[src/rtl/mips_alu_seq_pkg.sv]
// Purpose : shared op codes, FSM states and helpers for the MIPS EX-stage ALU
//           and the control unit that drives it.
// Contents: OP_W, alu_op_e, state_e, is_multi_op().
package mips_alu_seq_pkg;

   localparam int unsigned OP_W = 4;

   typedef enum logic [OP_W-1:0] {
      ALU_AND   = 4'd0,
      ALU_OR    = 4'd1,
      ALU_ADD   = 4'd2,
      ALU_XOR   = 4'd3,
      ALU_NOR   = 4'd4,
      ALU_SLTU  = 4'd5,
      ALU_SUB   = 4'd6,
      ALU_SLT   = 4'd7,
      ALU_MFHI  = 4'd8,
      ALU_MFLO  = 4'd9,
      ALU_MULTU = 4'd12,
      ALU_DIVU  = 4'd13
   } alu_op_e;

   typedef enum logic [1:0] {
      ST_IDLE = 2'd0,
      ST_MUL  = 2'd1,
      ST_DIV  = 2'd2
   } state_e;

   // Ops that run through the iterative HI/LO engine
   function automatic logic is_multi_op(input logic [OP_W-1:0] op);
      return (op == ALU_MULTU) || (op == ALU_DIVU);
   endfunction

endpackage

[src/rtl/mips_alu_seq_if.sv]
// Purpose : request/response bundle between EX-stage control and the ALU.
// Signals : start/op/a/b (request, master -> slave);
//           result/zero/overflow/done/busy/hi/lo (response, slave -> master).
interface mips_alu_seq_if
   import mips_alu_seq_pkg::*;
#(
   parameter int unsigned ALU_WIDTH = 8
) ();

   logic                 start;
   logic [OP_W-1:0]      op;
   logic [ALU_WIDTH-1:0] a;
   logic [ALU_WIDTH-1:0] b;
   logic [ALU_WIDTH-1:0] result;
   logic                 zero;
   logic                 overflow;
   logic                 done;
   logic                 busy;
   logic [ALU_WIDTH-1:0] hi;
   logic [ALU_WIDTH-1:0] lo;

   modport master (
      output start, op, a, b,
      input  result, zero, overflow, done, busy, hi, lo
   );

   modport slave (
      input  start, op, a, b,
      output result, zero, overflow, done, busy, hi, lo
   );

endinterface

[src/rtl/mips_muldiv_iter.sv]
// Purpose : one combinational step of the iterative multiply/divide engine.
// Ports   : div   - 0: shift-add multiply step, 1: restoring divide step
//           hi_in - partial product upper half / partial remainder
//           lo_in - multiplier being consumed / dividend being shifted out
//           opnd  - multiplicand / divisor
//           hi_c, lo_c - next hi/lo working values
module mips_muldiv_iter #(
   parameter int unsigned W = 8
) (
   input  logic         div,
   input  logic [W-1:0] hi_in,
   input  logic [W-1:0] lo_in,
   input  logic [W-1:0] opnd,
   output logic [W-1:0] hi_c,
   output logic [W-1:0] lo_c
);

   logic [W:0]   sum;
   logic [W:0]   shifted;
   logic [W-1:0] diff;
   logic         ge;

   always_comb begin
      // Multiply: conditionally add multiplicand, then shift {carry,hi,lo} right
      sum     = {1'b0, hi_in} + (lo_in[0] ? {1'b0, opnd} : '0);
      // Divide: shift next dividend bit into the remainder, trial subtract
      shifted = {hi_in, lo_in[W-1]};
      ge      = (shifted >= {1'b0, opnd});
      // Remainder stays below the divisor, so W bits of the difference suffice
      diff    = shifted[W-1:0] - opnd;

      if (div) begin
         hi_c = ge ? diff : shifted[W-1:0];
         lo_c = {lo_in[W-2:0], ge};
      end else begin
         hi_c = sum[W:1];
         lo_c = {sum[0], lo_in[W-1:1]};
      end
   end

endmodule

[src/rtl/mips_alu_seq.sv]
// Purpose : EX-stage ALU with registered single-cycle ops and an iterative
//           unsigned multiply/divide engine writing HI/LO.
// Ports   : clk   - rising-edge clock
//           reset - asynchronous active-high reset
//           bus   - mips_alu_seq_if slave (start/op/a/b in;
//                   result/zero/overflow/done/busy/hi/lo out)
module mips_alu_seq
   import mips_alu_seq_pkg::*;
#(
   parameter int unsigned ALU_WIDTH = 8
) (
   input  logic           clk,
   input  logic           reset,
   mips_alu_seq_if.slave  bus
);

   localparam int unsigned W     = ALU_WIDTH;
   localparam int unsigned CNT_W = $clog2(W) + 1;

   state_e           state_q, state_d;
   logic [CNT_W-1:0] cnt_q;
   logic [W-1:0]     wk_hi_q, wk_lo_q, opnd_q;
   logic [W-1:0]     step_hi_c, step_lo_c;
   logic [W-1:0]     result_q, hi_q, lo_q;
   logic             zero_q, overflow_q, done_q, busy_q;

   logic             accept_c;
   logic             last_step_c;
   logic [W-1:0]     sum_c, diff_c, alu_res_c;
   logic             alu_ovf_c;

   mips_muldiv_iter #(.W(W)) u_iter (
      .div   (state_q == ST_DIV),
      .hi_in (wk_hi_q),
      .lo_in (wk_lo_q),
      .opnd  (opnd_q),
      .hi_c  (step_hi_c),
      .lo_c  (step_lo_c)
   );

   // State register
   always_ff @(posedge clk or posedge reset) begin
      if (reset) state_q <= ST_IDLE;
      else       state_q <= state_d;
   end

   // Next state and handshake strobes; requests are dropped unless idle
   always_comb begin
      state_d     = state_q;
      accept_c    = 1'b0;
      last_step_c = (cnt_q == CNT_W'(W - 1));
      case (state_q)
         ST_IDLE: begin
            accept_c = bus.start;
            if (bus.start && (bus.op == ALU_MULTU)) state_d = ST_MUL;
            if (bus.start && (bus.op == ALU_DIVU))  state_d = ST_DIV;
         end
         ST_MUL, ST_DIV: begin
            if (last_step_c) state_d = ST_IDLE;
         end
         default: state_d = ST_IDLE;
      endcase
   end

   // Single-cycle result and signed-overflow logic
   always_comb begin
      sum_c     = bus.a + bus.b;
      diff_c    = bus.a - bus.b;
      alu_res_c = '0;
      alu_ovf_c = 1'b0;
      case (bus.op)
         ALU_AND:  alu_res_c = bus.a & bus.b;
         ALU_OR:   alu_res_c = bus.a | bus.b;
         ALU_XOR:  alu_res_c = bus.a ^ bus.b;
         ALU_NOR:  alu_res_c = ~(bus.a | bus.b);
         ALU_ADD: begin
            alu_res_c = sum_c;
            alu_ovf_c = (bus.a[W-1] == bus.b[W-1]) && (sum_c[W-1] != bus.a[W-1]);
         end
         ALU_SUB: begin
            alu_res_c = diff_c;
            alu_ovf_c = (bus.a[W-1] != bus.b[W-1]) && (diff_c[W-1] != bus.a[W-1]);
         end
         ALU_SLTU: alu_res_c = W'(bus.a < bus.b);
         ALU_SLT:  alu_res_c = W'($signed(bus.a) < $signed(bus.b));
         ALU_MFHI: alu_res_c = hi_q;
         ALU_MFLO: alu_res_c = lo_q;
         default:  alu_res_c = '0;
      endcase
   end

   // Datapath and output registers
   always_ff @(posedge clk or posedge reset) begin
      if (reset) begin
         cnt_q      <= '0;
         wk_hi_q    <= '0;
         wk_lo_q    <= '0;
         opnd_q     <= '0;
         result_q   <= '0;
         zero_q     <= 1'b0;
         overflow_q <= 1'b0;
         done_q     <= 1'b0;
         busy_q     <= 1'b0;
         hi_q       <= '0;
         lo_q       <= '0;
      end else begin
         done_q <= 1'b0;
         if (accept_c) begin
            if (is_multi_op(bus.op)) begin
               // Same operand layout serves both engines: lo holds a, opnd holds b
               busy_q  <= 1'b1;
               cnt_q   <= '0;
               wk_hi_q <= '0;
               wk_lo_q <= bus.a;
               opnd_q  <= bus.b;
            end else begin
               result_q   <= alu_res_c;
               zero_q     <= (alu_res_c == '0);
               overflow_q <= alu_ovf_c;
               done_q     <= 1'b1;
            end
         end
         if (state_q != ST_IDLE) begin
            wk_hi_q <= step_hi_c;
            wk_lo_q <= step_lo_c;
            cnt_q   <= cnt_q + CNT_W'(1);
            if (last_step_c) begin
               hi_q   <= step_hi_c;
               lo_q   <= step_lo_c;
               done_q <= 1'b1;
               busy_q <= 1'b0;
            end
         end
      end
   end

   assign bus.result   = result_q;
   assign bus.zero     = zero_q;
   assign bus.overflow = overflow_q;
   assign bus.done     = done_q;
   assign bus.busy     = busy_q;
   assign bus.hi       = hi_q;
   assign bus.lo       = lo_q;

endmodule

[src/flat_wrapper.sv]
// flat-port wrapper written by rule: the top's interface ports become plain ports
module mips_alu_seq_flat import mips_alu_seq_pkg::*;
#(
   parameter int unsigned ALU_WIDTH = 8
)
  (clk, reset, bus_start, bus_op, bus_a, bus_b, bus_result, bus_zero, bus_overflow, bus_done, bus_busy, bus_hi, bus_lo);
  mips_alu_seq_if #(.ALU_WIDTH(ALU_WIDTH)) bus_i ();
  input  logic clk;
  input  logic reset;
  input wire logic [$bits(bus_i.start)-1:0] bus_start;
  input wire logic [$bits(bus_i.op)-1:0] bus_op;
  input wire logic [$bits(bus_i.a)-1:0] bus_a;
  input wire logic [$bits(bus_i.b)-1:0] bus_b;
  output wire logic [$bits(bus_i.result)-1:0] bus_result;
  output wire logic [$bits(bus_i.zero)-1:0] bus_zero;
  output wire logic [$bits(bus_i.overflow)-1:0] bus_overflow;
  output wire logic [$bits(bus_i.done)-1:0] bus_done;
  output wire logic [$bits(bus_i.busy)-1:0] bus_busy;
  output wire logic [$bits(bus_i.hi)-1:0] bus_hi;
  output wire logic [$bits(bus_i.lo)-1:0] bus_lo;
  assign bus_i.start = bus_start;
  assign bus_i.op = bus_op;
  assign bus_i.a = bus_a;
  assign bus_i.b = bus_b;
  assign bus_result = bus_i.result;
  assign bus_zero = bus_i.zero;
  assign bus_overflow = bus_i.overflow;
  assign bus_done = bus_i.done;
  assign bus_busy = bus_i.busy;
  assign bus_hi = bus_i.hi;
  assign bus_lo = bus_i.lo;
  mips_alu_seq #(.ALU_WIDTH(ALU_WIDTH)) u_core (.clk(clk), .reset(reset), .bus(bus_i));
endmodule
[config.mk]
export PLATFORM = sky130hd
export DESIGN_NAME = mips_alu_seq_flat
export DESIGN_NICKNAME = d
export VERILOG_FILES = /design/src/rtl/mips_alu_seq_pkg.sv /design/src/rtl/mips_alu_seq_if.sv /design/src/rtl/mips_muldiv_iter.sv /design/src/rtl/mips_alu_seq.sv /design/src/flat_wrapper.sv
export SDC_FILE = /design/constraint.sdc
export NUM_CORES = 1
export LEC_CHECK = 0
export ABC_AREA = 1
export CORE_ASPECT_RATIO = 2
export CORE_UTILIZATION = 50
export DETAILED_ROUTE_END_ITERATION = 16
export DONT_BUFFER_PORTS = 1
export GPL_ROUTABILITY_DRIVEN = 0
export MAX_ROUTING_LAYER = met4
export PLACE_DENSITY = 0.67
export SYNTH_ARGS = -nofsm -noshare
export SYNTH_HDL_FRONTEND = slang
export SYNTH_SLANG_ARGS = --single-unit
export TNS_END_PERCENT = 100
[constraint.sdc]
create_clock -name clk -period 3.5 [get_ports clk]
set_input_delay 1.05 -clock clk [delete_from_list [all_inputs] [get_ports clk]]
set_output_delay 1.05 -clock clk [all_outputs]
set_load 0.02 [all_outputs]
==> impl_metrics.csv <==
group,metric,value,unit
run_status,status,"finished, violations left",
run_status,violations,"design-rule violations",
worst_setup_path,crit_required,3.77,ns
timing,final-setup-viol-count,0,
clocking,clockBufferDepth,2,
timing,final.min_clock_period,2.70,ns
drt,drt-initial-drc-count,273,
power_and_ir_drop,p_comb_share,46.0,%
synth,synth.cell_area,4760,sq um
min_path,hold_path_startpoint,"u_core.cnt_q[3]$_DFFE_PP0P_",
worst_setup_path,path_class,"primary input to flop",
synth,ys_async_sr_fraction,100,%
floorplan,fp-row-count,50,
clocking,insertion_delay,0.34,ns
layout,drive_gt1_share,4.64,%
power_and_ir_drop,netSwitchingFraction,47.2,%
worst_setup_path,cp.arrival,2.98,ns
power_and_ir_drop,clock_power_share,21.7,%
clocking,clk_pin_slew,0.05,ns
power_and_ir_drop,power_leakage,2.77,nW
layout,antenna-diode-count,0,
timing,max-slew-margin-rel,33.4,%
synth,synthFlopType,"dfrtp_1",
drt,wirelength,16200,microns
placed_design,dp_hpwl,12600,microns
synth,yosys_warnings,0,
timing,setup_tns,0,ns
timing,fin_crit_sh,77.1,%
power_and_ir_drop,pwr-share-seq,32.3,%
worst_setup_path,reg2reg_to,"u_core.wk_hi_q[5]$_DFFE_PP0P_",
floorplan,die_area,9940,sq um
timing,finalHoldViolations,0,
clocking,tritoncts,"built",
clocking,cts_sinks,58,
worst_setup_path,start_kind,"primary input",
worst_setup_path,r2r-start,"u_core.wk_lo_q[0]$_DFFE_PP0P_",
clocking,numCtsBuffers,9,
grt,grt_pass1_wl,25700,microns
clocking,postCtsSetupBuffers,0,
timing,fmax,370,MHz
drt,ant_nets,0,
synth,ys_seq_area_share,30.5,%
floorplan,die_w,71.0,microns
grt,antenna_found_initial,0,
clocking,cts_root_buf,"clkbuf_16",
clocking,ctsResizeCount,0,
min_path,min_to,"u_core.cnt_q[3]$_DFFE_PP0P_",
synth,synth_edf_count,0,
synth,syn_nets,778,
power_and_ir_drop,switchingPower,1.97,mW
floorplan,chipHeight,140,microns
synth,syn_inst,707,
drt,firstDrtPassIters,11,
clocking,ctsHoldBuffers,0,
synth,ys_ff_latch,58,
layout,nFillCells,933,
floorplan,io_pins,51,
timing,rsz0062_at_grt,"false",
grt,grtUsageTotal,36.3,%
synth,syn_avg_cell_area,6.74,sq um
worst_setup_path,r2r_cells,15,
grt,grt-ovfl-total,0,
floorplan,fp.coreArea,9320,sq um
worst_setup_path,crit_path_end_kind,"flop",
layout,synthToLayoutAreaGrowth,8.43,%
min_path,hold_class,"flop to flop",
placed_design,port_buffers,0,
grt,grt_start_max_net_pins,48,
timing,finClkSkew,0.0112,ns
power_and_ir_drop,peakVddDrop,0.000606,V
worst_setup_path,reg2reg_setup_slack,0.94,ns
drt,vias,4791,
min_path,min_path_cells,1,
floorplan,initial_core_util,51.1,%
worst_setup_path,crit_fanout,4,
drt,wl_per_cell,19.9,microns
drt,routed_via_density,5.88,
layout,final_util,55.4,%
timing,holdWs,0.494,ns
timing,drv_slew,0,
grt,grt_pass1_vias,5058,
drt,drc_errors,2,
layout,fin_nets,777,
timing,worst_slew_pin_slew,0.998,ns
job,drv_cap,0,
clocking,h-tree-depth,3,
power_and_ir_drop,intPower,2.20,mW
power_and_ir_drop,power_density,809,nW/um^2
synth,synth.distinct_cells,36,
## per-layer routing
| metal | track usage [%] | wire length [microns] | vias to the layer above |
|---|---|---|---|
| met4 | 34.5 | 1770 | 0 |
| met2 | 62.1 | 8340 | 185 |
| li1 | - | - | 2284 |
| met1 | 30.5 | 4940 | 2221 |
| met5 | - | 0 | - |
| met3 | 10.1 | 1130 | 101 |
## metrics by stage
| stage | cells | area [sq um] | total power [mW] | worst slack [ns] |
|---|---|---|---|---|
| 5_1_grt | 815 | 5160 | 4.51 | 0.600 |
| 3_5_place_dp | 799 | 4860 | 3.25 | 0.518 |
| 4_1_cts | 815 | 5160 | 4.16 | 0.861 |
| 6_report | 815 | 5160 | 4.18 | 0.800 |
| 2_1_floorplan | 707 | 4760 | 2.71 | 1.02 |
| 3_3_place_gp | 799 | 4860 | 3.20 | 0.509 |
## logic make-up after synthesis
group                    Yosys count  share of synthesized area, %
AO/OA/AOI/OAI                     96                          11.7
XOR/XNOR                           8                          1.47
adder cells (fa/ha/maj)           48                          13.2
buffers and inverters            121                          9.80
flip-flops                        58                          30.5
multiplexers                       1                         0.210
AND/OR/NAND/NOR                  375                          33.1
## state kept, by name, indices dropped and copies added, names as in the netlist, 2 cells and up
register,cells
u_core.wk_hi_q,8
u_core.opnd_q,8
u_core.bus.lo,8
u_core.bus.result,8
u_core.state_q,2
u_core.wk_lo_q,8
u_core.cnt_q,4
u_core.bus.hi,8
## how the worst max path moves through the flow
stage / start / endpoint / depth (start not counted)
6_report: bus_b[0] / u_core.bus.zero$_DFFE_PP0P_ / 11
5_1_grt: bus_b[0] / u_core.bus.zero$_DFFE_PP0P_ / 14
4_1_cts: bus_b[0] / u_core.bus.zero$_DFFE_PP0P_ / 14
3_5_place_dp: bus_b[0] / u_core.bus.zero$_DFFE_PP0P_ / 14
3_3_place_gp: bus_b[0] / u_core.bus.zero$_DFFE_PP0P_ / 14
2_1_floorplan: reset / u_core.bus.busy$_DFF_PP0_ / 1
## worst max-delay path, stage by stage
cell	delay (ns)
ha_1	0.28
inv_1	0.09
fa_1	0.49
inv_1	0.04
nand2_1	0.06
nand3_1	0.07
nor2_1	0.41
nand3_1	0.17
nor2_1	0.15
nand4_1	0.11
nand2_1	0.07
## synthesized netlist by cell type, types with 2 or more instances
library cell / instances / area (sq um)
nand2_1: 212 / 796
inv_1: 101 / 379
nand3_1: 74 / 370
dfrtp_1: 58 / 1450
nor2_1: 58 / 218
ha_1: 44 / 551
o21ai_0: 44 / 220
a21oi_1: 24 / 120
nand4_1: 12 / 75.1
buf_2: 10 / 50.1
clkbuf_1: 8 / 30.0
or2_2: 6 / 37.5
xor2_1: 6 / 52.6
a221oi_1: 5 / 43.8
nor3_1: 5 / 25.0
fa_1: 4 / 80.1
o21bai_1: 4 / 30.0
o22ai_1: 4 / 25.0
o211ai_1: 3 / 22.5
a21boi_0: 2 / 15.0
a21o_1: 2 / 15.0
a22o_1: 2 / 17.5
nand2_2: 2 / 12.5
nand3b_1: 2 / 15.0
nor2_2: 2 / 12.5
o221ai_1: 2 / 17.5
xnor2_1: 2 / 17.5
## layout make-up
type	instances	area (sq um)	share of cell area (%)
Clock buffer	12	256	4.97
Clock inverter	4	50.0	0.969
Inverter	103	387	7.49
Multi-Input combinational cell	528	2840	55.1
Sequential cell	58	1450	28.1
Tap cell	104	130	2.52
Timing Repair Buffer	6	45.0	0.872
## placed cells by master (no fill, tap or decap), types with 2 or more instances in the layout
master / Yosys / layout
a21boi_0: 2 / 2
a21o_1: 2 / 2
a21oi_1: 24 / 24
a221oi_1: 5 / 5
a22o_1: 2 / 2
buf_4: 0 / 6
clkbuf_16: 0 / 9
clkbuf_8: 0 / 2
clkinvlp_4: 0 / 2
dfrtp_1: 58 / 58
fa_1: 4 / 4
ha_1: 44 / 44
inv_1: 101 / 100
inv_2: 1 / 2
nand2_1: 212 / 212
nand2_2: 2 / 2
nand3_1: 74 / 74
nand3b_1: 2 / 2
nand4_1: 12 / 12
nor2_1: 58 / 58
nor2_2: 2 / 2
nor3_1: 5 / 5
o211ai_1: 3 / 3
o21ai_0: 44 / 44
o21bai_1: 4 / 4
o221ai_1: 2 / 2
o22ai_1: 4 / 4
or2_2: 6 / 6
xnor2_1: 2 / 2
xor2_1: 6 / 6
## power by group through the flow
stage	registers [mW]	clock network, mW	logic [mW]
6_report	1.35	0.905	1.92
5_1_grt	1.38	0.942	2.18
2_1_floorplan	1.23	0	1.47
3_3_place_gp	1.35	0	1.86
3_5_place_dp	1.35	0	1.89
4_1_cts	1.34	0.909	1.91
Note: power is estimated with default switching activity, not from simulation.
